**config.mk**
```make
export PLATFORM = sky130hd
export DESIGN_NAME = reg_display_sequencer
export DESIGN_NICKNAME = d
export VERILOG_FILES = /design/src/rtl/reg_display_sequencer_pkg.sv /design/src/rtl/button_debouncer.sv /design/src/rtl/reg_display_sequencer.sv
export SDC_FILE = /design/constraint.sdc
export NUM_CORES = 1
export LEC_CHECK = 0
export ABC_AREA = 1
export ABC_CLOCK_PERIOD_IN_PS = 2300
export BUFFER_PORTS_ARGS = -buffer_cell sky130_fd_sc_hd__buf_4
export CAP_MARGIN = 20
export CORE_MARGIN = 2
export CORE_UTILIZATION = 57
export DETAILED_ROUTE_END_ITERATION = 7
export GPL_TIMING_DRIVEN = 0
export MAX_ROUTING_LAYER = met4
export PLACE_DENSITY = 0.89
export SLEW_MARGIN = 0
export SYNTH_ARGS = -nofsm -noshare
export SYNTH_HDL_FRONTEND = slang
export SYNTH_HIERARCHICAL = 1
export SYNTH_SLANG_ARGS = --single-unit
```
**constraint.sdc**
```tcl
create_clock -name Clock -period 2.3 [get_ports Clock]
set_input_delay 0.23 -clock Clock [delete_from_list [all_inputs] [get_ports Clock]]
set_output_delay 0.23 -clock Clock [all_outputs]
set_load 0.01 [all_outputs]
```
**src/rtl/reg_display_sequencer_pkg.sv**
```systemverilog
// Shared constants for the register display path feeding the HEX digit decoders.
package reg_display_sequencer_pkg;

    localparam int NIBBLE_W                = 4;
    localparam int DIGITS                  = 4;
    localparam int REG_W                   = NIBBLE_W * DIGITS;
    localparam int SEL_W                   = 4;
    localparam int DEFAULT_DEBOUNCE_CYCLES = 500000;
    localparam int DEFAULT_SCROLL_CYCLES   = 50000000;

    function automatic logic [NIBBLE_W-1:0] nibble_of(input logic [REG_W-1:0] word,
                                                      input int unsigned k);
        return word[k*NIBBLE_W +: NIBBLE_W];
    endfunction

endpackage

```
**src/rtl/button_debouncer.sv**
```systemverilog
// Active-low pushbutton conditioner: 2-flop synchronizer, stability counter and
// a single-cycle pulse on an accepted press (release is silent).
module button_debouncer
    import reg_display_sequencer_pkg::*;
#(
    parameter int DEBOUNCE_CYCLES = DEFAULT_DEBOUNCE_CYCLES
) (
    input  logic clk,
    input  logic rst_n,
    input  logic btn_n,
    output logic press
);

    localparam int CNT_W = (DEBOUNCE_CYCLES > 1) ? $clog2(DEBOUNCE_CYCLES) : 1;
    localparam logic [CNT_W-1:0] CNT_MAX = CNT_W'(DEBOUNCE_CYCLES - 1);
    localparam logic [CNT_W-1:0] CNT_ONE = CNT_W'(1);

    logic             sync1_r;
    logic             sync2_r;
    logic             level_r;
    logic             press_r;
    logic [CNT_W-1:0] cnt_r;

    // Synchronize, count how long the input disagrees with the accepted level, accept when stable.
    always_ff @(posedge clk or negedge rst_n) begin
        if (!rst_n) begin
            sync1_r <= 1'b1;
            sync2_r <= 1'b1;
            level_r <= 1'b1;
            press_r <= 1'b0;
            cnt_r   <= {CNT_W{1'b0}};
        end else begin
            sync1_r <= btn_n;
            sync2_r <= sync1_r;
            press_r <= 1'b0;
            if (sync2_r == level_r) begin
                cnt_r <= {CNT_W{1'b0}};
            end else if (cnt_r == CNT_MAX) begin
                level_r <= sync2_r;
                cnt_r   <= {CNT_W{1'b0}};
                press_r <= ~sync2_r;
            end else begin
                cnt_r <= cnt_r + CNT_ONE;
            end
        end
    end

    assign press = press_r;

endmodule

```
**src/rtl/reg_display_sequencer.sv**
```systemverilog
// Picks one register from the register-file tap and presents it as four registered
// nibbles plus its index; selection advances on a debounced press or auto-scroll tick.
module reg_display_sequencer
    import reg_display_sequencer_pkg::*;
#(
    parameter int NUM_REGS        = 8,
    parameter int DATA_W          = REG_W,
    parameter int DEBOUNCE_CYCLES = DEFAULT_DEBOUNCE_CYCLES,
    parameter int SCROLL_CYCLES   = DEFAULT_SCROLL_CYCLES
) (
    input  logic                       Clock,
    input  logic                       Reset_n,
    input  logic [NUM_REGS*DATA_W-1:0] RegFile,
    input  logic                       Step_n,
    input  logic                       Auto,
    input  logic                       Freeze,
    output logic [3:0]                 Nib0,
    output logic [3:0]                 Nib1,
    output logic [3:0]                 Nib2,
    output logic [3:0]                 Nib3,
    output logic [3:0]                 RegIdx,
    output logic                       Update
);

    localparam int SCW = (SCROLL_CYCLES > 1) ? $clog2(SCROLL_CYCLES) : 1;
    localparam logic [SCW-1:0]   SCROLL_MAX = SCW'(SCROLL_CYCLES - 1);
    localparam logic [SCW-1:0]   SCROLL_ONE = SCW'(1);
    localparam logic [SEL_W-1:0] SEL_MAX    = SEL_W'(NUM_REGS - 1);
    localparam logic [SEL_W-1:0] SEL_ONE    = SEL_W'(1);

    logic              auto_s1_r;
    logic              auto_sync_r;
    logic              freeze_s1_r;
    logic              freeze_sync_r;
    logic              press_s;
    logic              scroll_tick_s;
    logic [SCW-1:0]    scroll_cnt_r;
    logic [SEL_W-1:0]  sel_r;
    logic              loaded_r;
    logic [DATA_W-1:0] word_s;

    button_debouncer #(
        .DEBOUNCE_CYCLES(DEBOUNCE_CYCLES)
    ) u_step_debouncer (
        .clk  (Clock),
        .rst_n(Reset_n),
        .btn_n(Step_n),
        .press(press_s)
    );

    // Two-flop synchronizers for the slide switches.
    always_ff @(posedge Clock or negedge Reset_n) begin
        if (!Reset_n) begin
            auto_s1_r     <= 1'b0;
            auto_sync_r   <= 1'b0;
            freeze_s1_r   <= 1'b0;
            freeze_sync_r <= 1'b0;
        end else begin
            auto_s1_r     <= Auto;
            auto_sync_r   <= auto_s1_r;
            freeze_s1_r   <= Freeze;
            freeze_sync_r <= freeze_s1_r;
        end
    end

    // Scroll tick fires on the last count of the period while auto-scroll is on.
    always_comb begin
        if (auto_sync_r && (scroll_cnt_r == SCROLL_MAX)) begin
            scroll_tick_s = 1'b1;
        end else begin
            scroll_tick_s = 1'b0;
        end
    end

    // Auto-scroll period counter; a manual press restarts the period.
    always_ff @(posedge Clock or negedge Reset_n) begin
        if (!Reset_n) begin
            scroll_cnt_r <= {SCW{1'b0}};
        end else if (!auto_sync_r || press_s || scroll_cnt_r == SCROLL_MAX) begin
            scroll_cnt_r <= {SCW{1'b0}};
        end else begin
            scroll_cnt_r <= scroll_cnt_r + SCROLL_ONE;
        end
    end

    // Selection advances once per cycle even if press and tick coincide.
    always_ff @(posedge Clock or negedge Reset_n) begin
        if (!Reset_n) begin
            sel_r <= {SEL_W{1'b0}};
        end else if (press_s || scroll_tick_s) begin
            sel_r <= (sel_r == SEL_MAX) ? {SEL_W{1'b0}} : sel_r + SEL_ONE;
        end else begin
            sel_r <= sel_r;
        end
    end

    // AND-OR mux of the selected register out of the flattened tap.
    always_comb begin
        word_s = {DATA_W{1'b0}};
        for (int i = 0; i < NUM_REGS; i++) begin
            word_s = word_s | (RegFile[i*DATA_W +: DATA_W] & {DATA_W{sel_r == SEL_W'(i)}});
        end
    end

    // Output stage: tracks the live register unless frozen; first load after reset also pulses Update.
    always_ff @(posedge Clock or negedge Reset_n) begin
        if (!Reset_n) begin
            Nib0     <= 4'h0;
            Nib1     <= 4'h0;
            Nib2     <= 4'h0;
            Nib3     <= 4'h0;
            RegIdx   <= 4'h0;
            Update   <= 1'b0;
            loaded_r <= 1'b0;
        end else if (freeze_sync_r) begin
            Update <= 1'b0;
        end else begin
            Nib0     <= nibble_of(word_s, 0);
            Nib1     <= nibble_of(word_s, 1);
            Nib2     <= nibble_of(word_s, 2);
            Nib3     <= nibble_of(word_s, 3);
            RegIdx   <= sel_r;
            Update   <= ~loaded_r | (sel_r != RegIdx);
            loaded_r <= 1'b1;
        end
    end

endmodule

```
**Yosys cells after proc, flatten, opt, wreduce, memory -nomap -nowiden**

Cells that the tools add are included.

- Add/sub/neg operators: 3
- Reductions and logical operators: 7
- Multiplexer cells: 8
- Bitwise gates (word level): 19
- Eq/ne operators: 11

Operators with widths:

| cell | number |
|---|---|
| $and 16x16->16 | 8 |
| $or 16x16->16 | 7 |
| $mux 19 | 2 |
| $add 26x1->26 const B | 1 |
| $eq 26x26->1 const B | 1 |
| $mux 26 | 1 |
| $add 19x1->19 const B | 1 |
| $eq 19x19->1 const B | 1 |
| $eq 4x3->1 const B | 4 |
| $eq 4x2->1 const B | 2 |
| $add 4x1->4 const B | 1 |
| $eq 4x1->1 const B | 1 |
| $logic_not 4->1 | 1 |
| $mux 1 | 4 |
| $mux 4 | 1 |
| $ne 4x4->1 | 1 |
| $logic_or 1x1->1 | 3 |
| $not 1->1 | 3 |
| $reduce_and 2->1 | 1 |
| $eq 1x1->1 | 1 |
| $logic_and 1x1->1 | 1 |
| $logic_not 1->1 | 1 |
| $or 1x1->1 | 1 |

- Word-level logic and storage cells: 66
- Output and inout port bits: 21
- Input port bits: 133
- Flip-flop bits (word level): 79

**Longest topological paths before layout**

- Depth in word-level cells: 9
- Mapped depth: 11
- Depth with buffers taken out: 10

**Hierarchy**

Netlist, hierarchy kept.

Modules (own cells, without submodules):

| module | area an instance (µm²) | instances | sequential area each (µm²) | cells each |
|---|---|---|---|---|
| reg_display_sequencer | 3,951.3 | 1 | 1,401.3 | 614 |
| button_debouncer | 1,237.4 | 1 | 579.3 | 149 |

**Worst setup path after synthesis**

No wires, ideal clock.

- Path type: reg2reg
- Start point: register sel_r[1]
- End point: register Nib0[2]
- Buffers on the path: 0
- Clock period less this slack: 1,480 ps
- Data required time: 2,187 ps
- Cell stages (with the launch flop): 10
- Setup time: 113 ps
- Path slack: 820 ps
- Arrival: 1,367 ps
- Path through: dfrtp_1 > inv_1 > ha_1 > nand3_4 > clkinv_1 > nand2_1 > nand2_1 > nand3b_1 > nand2_1 > inv_1

- Longest elaborated chain between the ends: 9
- Elaborated cells between the ends (all ways): 23
- Those cells by class: eq/ne: 7; bitwise: 15; reduce/logical: 1

Ends and longest elaborated chain:

| item | line | text |
|---|---|---|
| from (decl) | reg_display_sequencer.sv:38 | `logic [SEL_W-1:0] sel_r;` |
| from (signal assigned) | reg_display_sequencer.sv:89 | `sel_r <= {SEL_W{1'b0}};` |
| from (signal assigned) | reg_display_sequencer.sv:91 | `sel_r <= (sel_r == SEL_MAX) ? {SEL_W{1'b0}} : sel_r + SEL_ONE;` |
| from (signal assigned) | reg_display_sequencer.sv:93 | `sel_r <= sel_r;` |
| $eq 4x1->1 or $logic_not 4->1 (tied branches) | reg_display_sequencer.sv:101 | `word_s = word_s \| (RegFile[i*DATA_W +: DATA_W] & {DATA_W{sel_r == SEL_W'(i)}});` |
| $and 16x16->16 | reg_display_sequencer.sv:101 |  |
| $or 16x16->16 (6 in a row) | reg_display_sequencer.sv:101 |  |
| $or 16x16->16 * | reg_display_sequencer.sv:101 |  |
| to (signal assigned) | reg_display_sequencer.sv:118 | `Nib0 <= nibble_of(word_s, 0);` |
| to (decl) | reg_display_sequencer.sv:17 | `output logic [3:0] Nib0,` |

Every way passes the cells marked *; elsewhere a longest branch is shown, timed or not.
A chain may end at the register's enable or synchronous reset.

**Final worst setup path**

- Start point: register sel_r[1]
- End point: register Nib2[1]

- Longest elaborated chain between the ends: 9
- Elaborated cells between the ends (all ways): 23
- Those cells by class: eq/ne: 7; bitwise: 15; reduce/logical: 1

Ends and longest elaborated chain:

| item | line | text |
|---|---|---|
| $eq 4x1->1 or $logic_not 4->1 (tied branches) | reg_display_sequencer.sv:101 |  |
| $and 16x16->16 | reg_display_sequencer.sv:101 |  |
| $or 16x16->16 (6 in a row) | reg_display_sequencer.sv:101 |  |
| $or 16x16->16 * | reg_display_sequencer.sv:101 |  |
| to (signal assigned) | reg_display_sequencer.sv:120 | `Nib2 <= nibble_of(word_s, 2);` |
| to (decl) | reg_display_sequencer.sv:19 | `output logic [3:0] Nib2,` |

Marked as above.

==> flow_metrics.env <==
export IMPL_status="finished clean"
export IMPL_synth_distinct_cells=34
export IMPL_grt_busiest_layer="met2"
export IMPL_fin_ws_ns=0.325
export IMPL_min_period_ns=1.98
export IMPL_dr_pass1_iters=5
export IMPL_maxSlewHeadroom_pct=61.7
export IMPL_clock_latency_ns=0.36
export IMPL_min_path_type="input port to async pin"
export IMPL_synth_seq_cells=79
export IMPL_ctsResizeCount=0
export IMPL_r2r_slack_ns=0.32
export IMPL_final_cell_mix="nand2_1, buf_4, nor2_1"
export IMPL_slew_violations=0
export IMPL_drtIter0Drc=328
export IMPL_max_freq_mhz=506
export IMPL_num_rows=34
export IMPL_finalHoldViolCount=0
export IMPL_cts_sinks=79
export IMPL_power_density_nw_per_um2=421
export IMPL_clock_root_buffer="clkbuf_8"
export IMPL_diodes=0
export IMPL_cts_max_path_buffers=2
export IMPL_worstPathArrival_ns=2.23
export IMPL_clk_pin_slew_ns=0.09
export IMPL_start_util_pct=59.2
export IMPL_pin_count=154
export IMPL_synthCells=763
export IMPL_place_congestion=0.982
export IMPL_place_ws_ns=0.398
export IMPL_tns_ns=0
export IMPL_fin_crit_sh_pct=85.9
export IMPL_antenna_found_initial=0
export IMPL_grt_max_degree=80
export IMPL_use_met1_pct=40.5
export IMPL_final_common_cell="nand2_1"
export IMPL_worst_setup_path_end_kind="flip-flop"
export IMPL_die_w_um=99.4
export IMPL_postCtsSetupBuffers=0
export IMPL_r2r_start="sel_r[1]"
export IMPL_grt_overflow=0
export IMPL_syn_avg_cell_area_um2=6.80
export IMPL_rr_worst_depth=9
export IMPL_cts_buffers=9
export IMPL_cts_hold_buf=3
export IMPL_yosysSeqAreaShare_pct=38.2
export IMPL_required_ns=2.55
export IMPL_cap_violations=0
export IMPL_final_util_pct=76.7
export IMPL_worst_pin_slew_ns=0.574
export IMPL_vias=5463
export IMPL_grt_pass1_vias=5433
export IMPL_fillers=676
export IMPL_die_area_um2=9880
export IMPL_path_class="flip-flop to flip-flop"
export IMPL_start_kind="flip-flop"
export IMPL_critPathMaxFanout=9
export IMPL_vias_per_cell=5.23
export IMPL_htreeDepth=3
export IMPL_routedWlPerCell_um=15.3
export IMPL_port_buffers=153
export IMPL_syn_cell_area_um2=5190
export IMPL_syn_nets=902
export IMPL_postRouteAntennaNets=0
export IMPL_grt_use_total_pct=33.8
export IMPL_yosys_warnings=6
export IMPL_drive_gt1_share_pct=25.2
export IMPL_setup_violations=0
export IMPL_met2_usage_pct=56.3
export IMPL_cts_tree="built"
export IMPL_fp_dieH_um=99.4
export IMPL_ir_worst_vdd_v=0.000417
export IMPL_r2r_end="Nib2[1]"
export IMPL_fin_skew_ns=0.0117
export IMPL_syn2layout_area_growth_pct=29.5
export IMPL_core_area_um2=8760
export IMPL_hpwl_um=12200
export IMPL_drc=0
export IMPL_met3_usage_pct=6.68
export IMPL_fin_nets=1071
export IMPL_wl_um=16000
export IMPL_rsz0062_at_grt="false"
export IMPL_power_leakage_nw=3.39
export IMPL_grt_pass1_wl_um=25600
[power breakdown]
group / switching, mW / leakage (nW) / internal [mW]
clock network: 0.557 / 0.0877 / 0.404
registers: 0.0270 / 1.03 / 1.43
logic: 0.182 / 2.28 / 0.234
total: 0.765 / 3.39 / 2.07
[stage by stage]
step	cell area, um2	cells	power, mW	hold slack [ns]
floorplan	5190	763	1.59	-0.0656
global placement	6470	1024	1.87	0.336
detailed placement	6470	1024	1.88	0.341
CTS	6680	1043	2.83	0.0563
global route	6720	1045	2.94	0.229
finish	6720	1045	2.83	0.224
[worst max-delay path by stage]
| stage | start | endpoint | slack (ns) |
|---|---|---|---|
| 2_1_floorplan | sel_r[1] | Nib0[2] | 0.82 |
| 3_3_place_gp | sel_r[1] | Nib1[1] | 0.48 |
| 3_5_place_dp | sel_r[1] | Nib2[1] | 0.40 |
| 4_1_cts | sel_r[1] | Nib2[1] | 0.37 |
| 5_1_grt | sel_r[1] | Nib0[2] | 0.22 |
| 6_report | sel_r[1] | Nib2[1] | 0.32 |
[synth_stat cells (all sizes together)]
cell | number | share of area (%)
nand2 | 254 | 19
nor2 | 171 | 14
inv | 95 | 6.9
dfrtp | 76 | 37
nand3 | 51 | 5.9
xor2 | 15 | 2.7
a21oi | 13 | 1.3
nor3 | 12 | 1.2
buf | 11 | 2.0
nand3b | 11 | 1.6
or2 | 11 | 1.3
xnor2 | 11 | 1.9
o21ai | 9 | 0.87
ha | 6 | 1.4
nand4 | 4 | 0.48
clkbuf | 3 | 0.22
dfstp | 3 | 1.5
nor3b | 2 | 0.48
o22ai | 2 | 0.24
a211oi | 1 | 0.14
clkinv | 1 | 0.072
o21a | 1 | 0.14
[registers in the layout, indices dropped and copies added, names as in the netlist, 4 cells and up]
register,count
RegIdx,4
sel_r,4
Nib2,4
Nib3,4
Nib0,4
u_step_debouncer/cnt_r,19
Nib1,4
scroll_cnt_r,26
[cells by family after synthesis]
| group | share of synthesized area, % |
|---|---|
| and+or+nand+nor | 44.0 |
| buffers and inverters | 9.21 |
| DFF | 38.2 |
| AOI/OAI and AO/OA | 2.65 |
| xor gates and xnor gates | 4.53 |
| adders and majority gates | 1.45 |
[layer usage]
layer | part of all wire, % | up-vias
met5 | 0 | -
met4 | 2.7 | 0
met3 | 9.1 | 43
met2 | 49 | 269
met1 | 39 | 2498
li1 | - | 2653
[critical path, cell delays in order, from the launching register on]
cell	delay [ns]
dfrtp_1	0.46
inv_1	0.15
ha_1	0.26
nand3_4	0.16
clkinv_1	0.33
nand2_1	0.17
nand2_1	0.07
nand3b_1	0.17
nand2_1	0.06
inv_1	0.03
[area by class of cell]
class	count	area [um2]	area share [%]
Buffer	14	115	1.71
Clock inverter	7	57.6	0.856
Sequential cell	79	1980	29.5
Tap cell	108	135	2.01
Multi-Input combinational cell	574	2730	40.6
Timing Repair Buffer	158	1220	18.1
Clock buffer	9	124	1.84
Inverter	96	363	5.40
No activity file was read; power rests on OpenSTA's default activity.
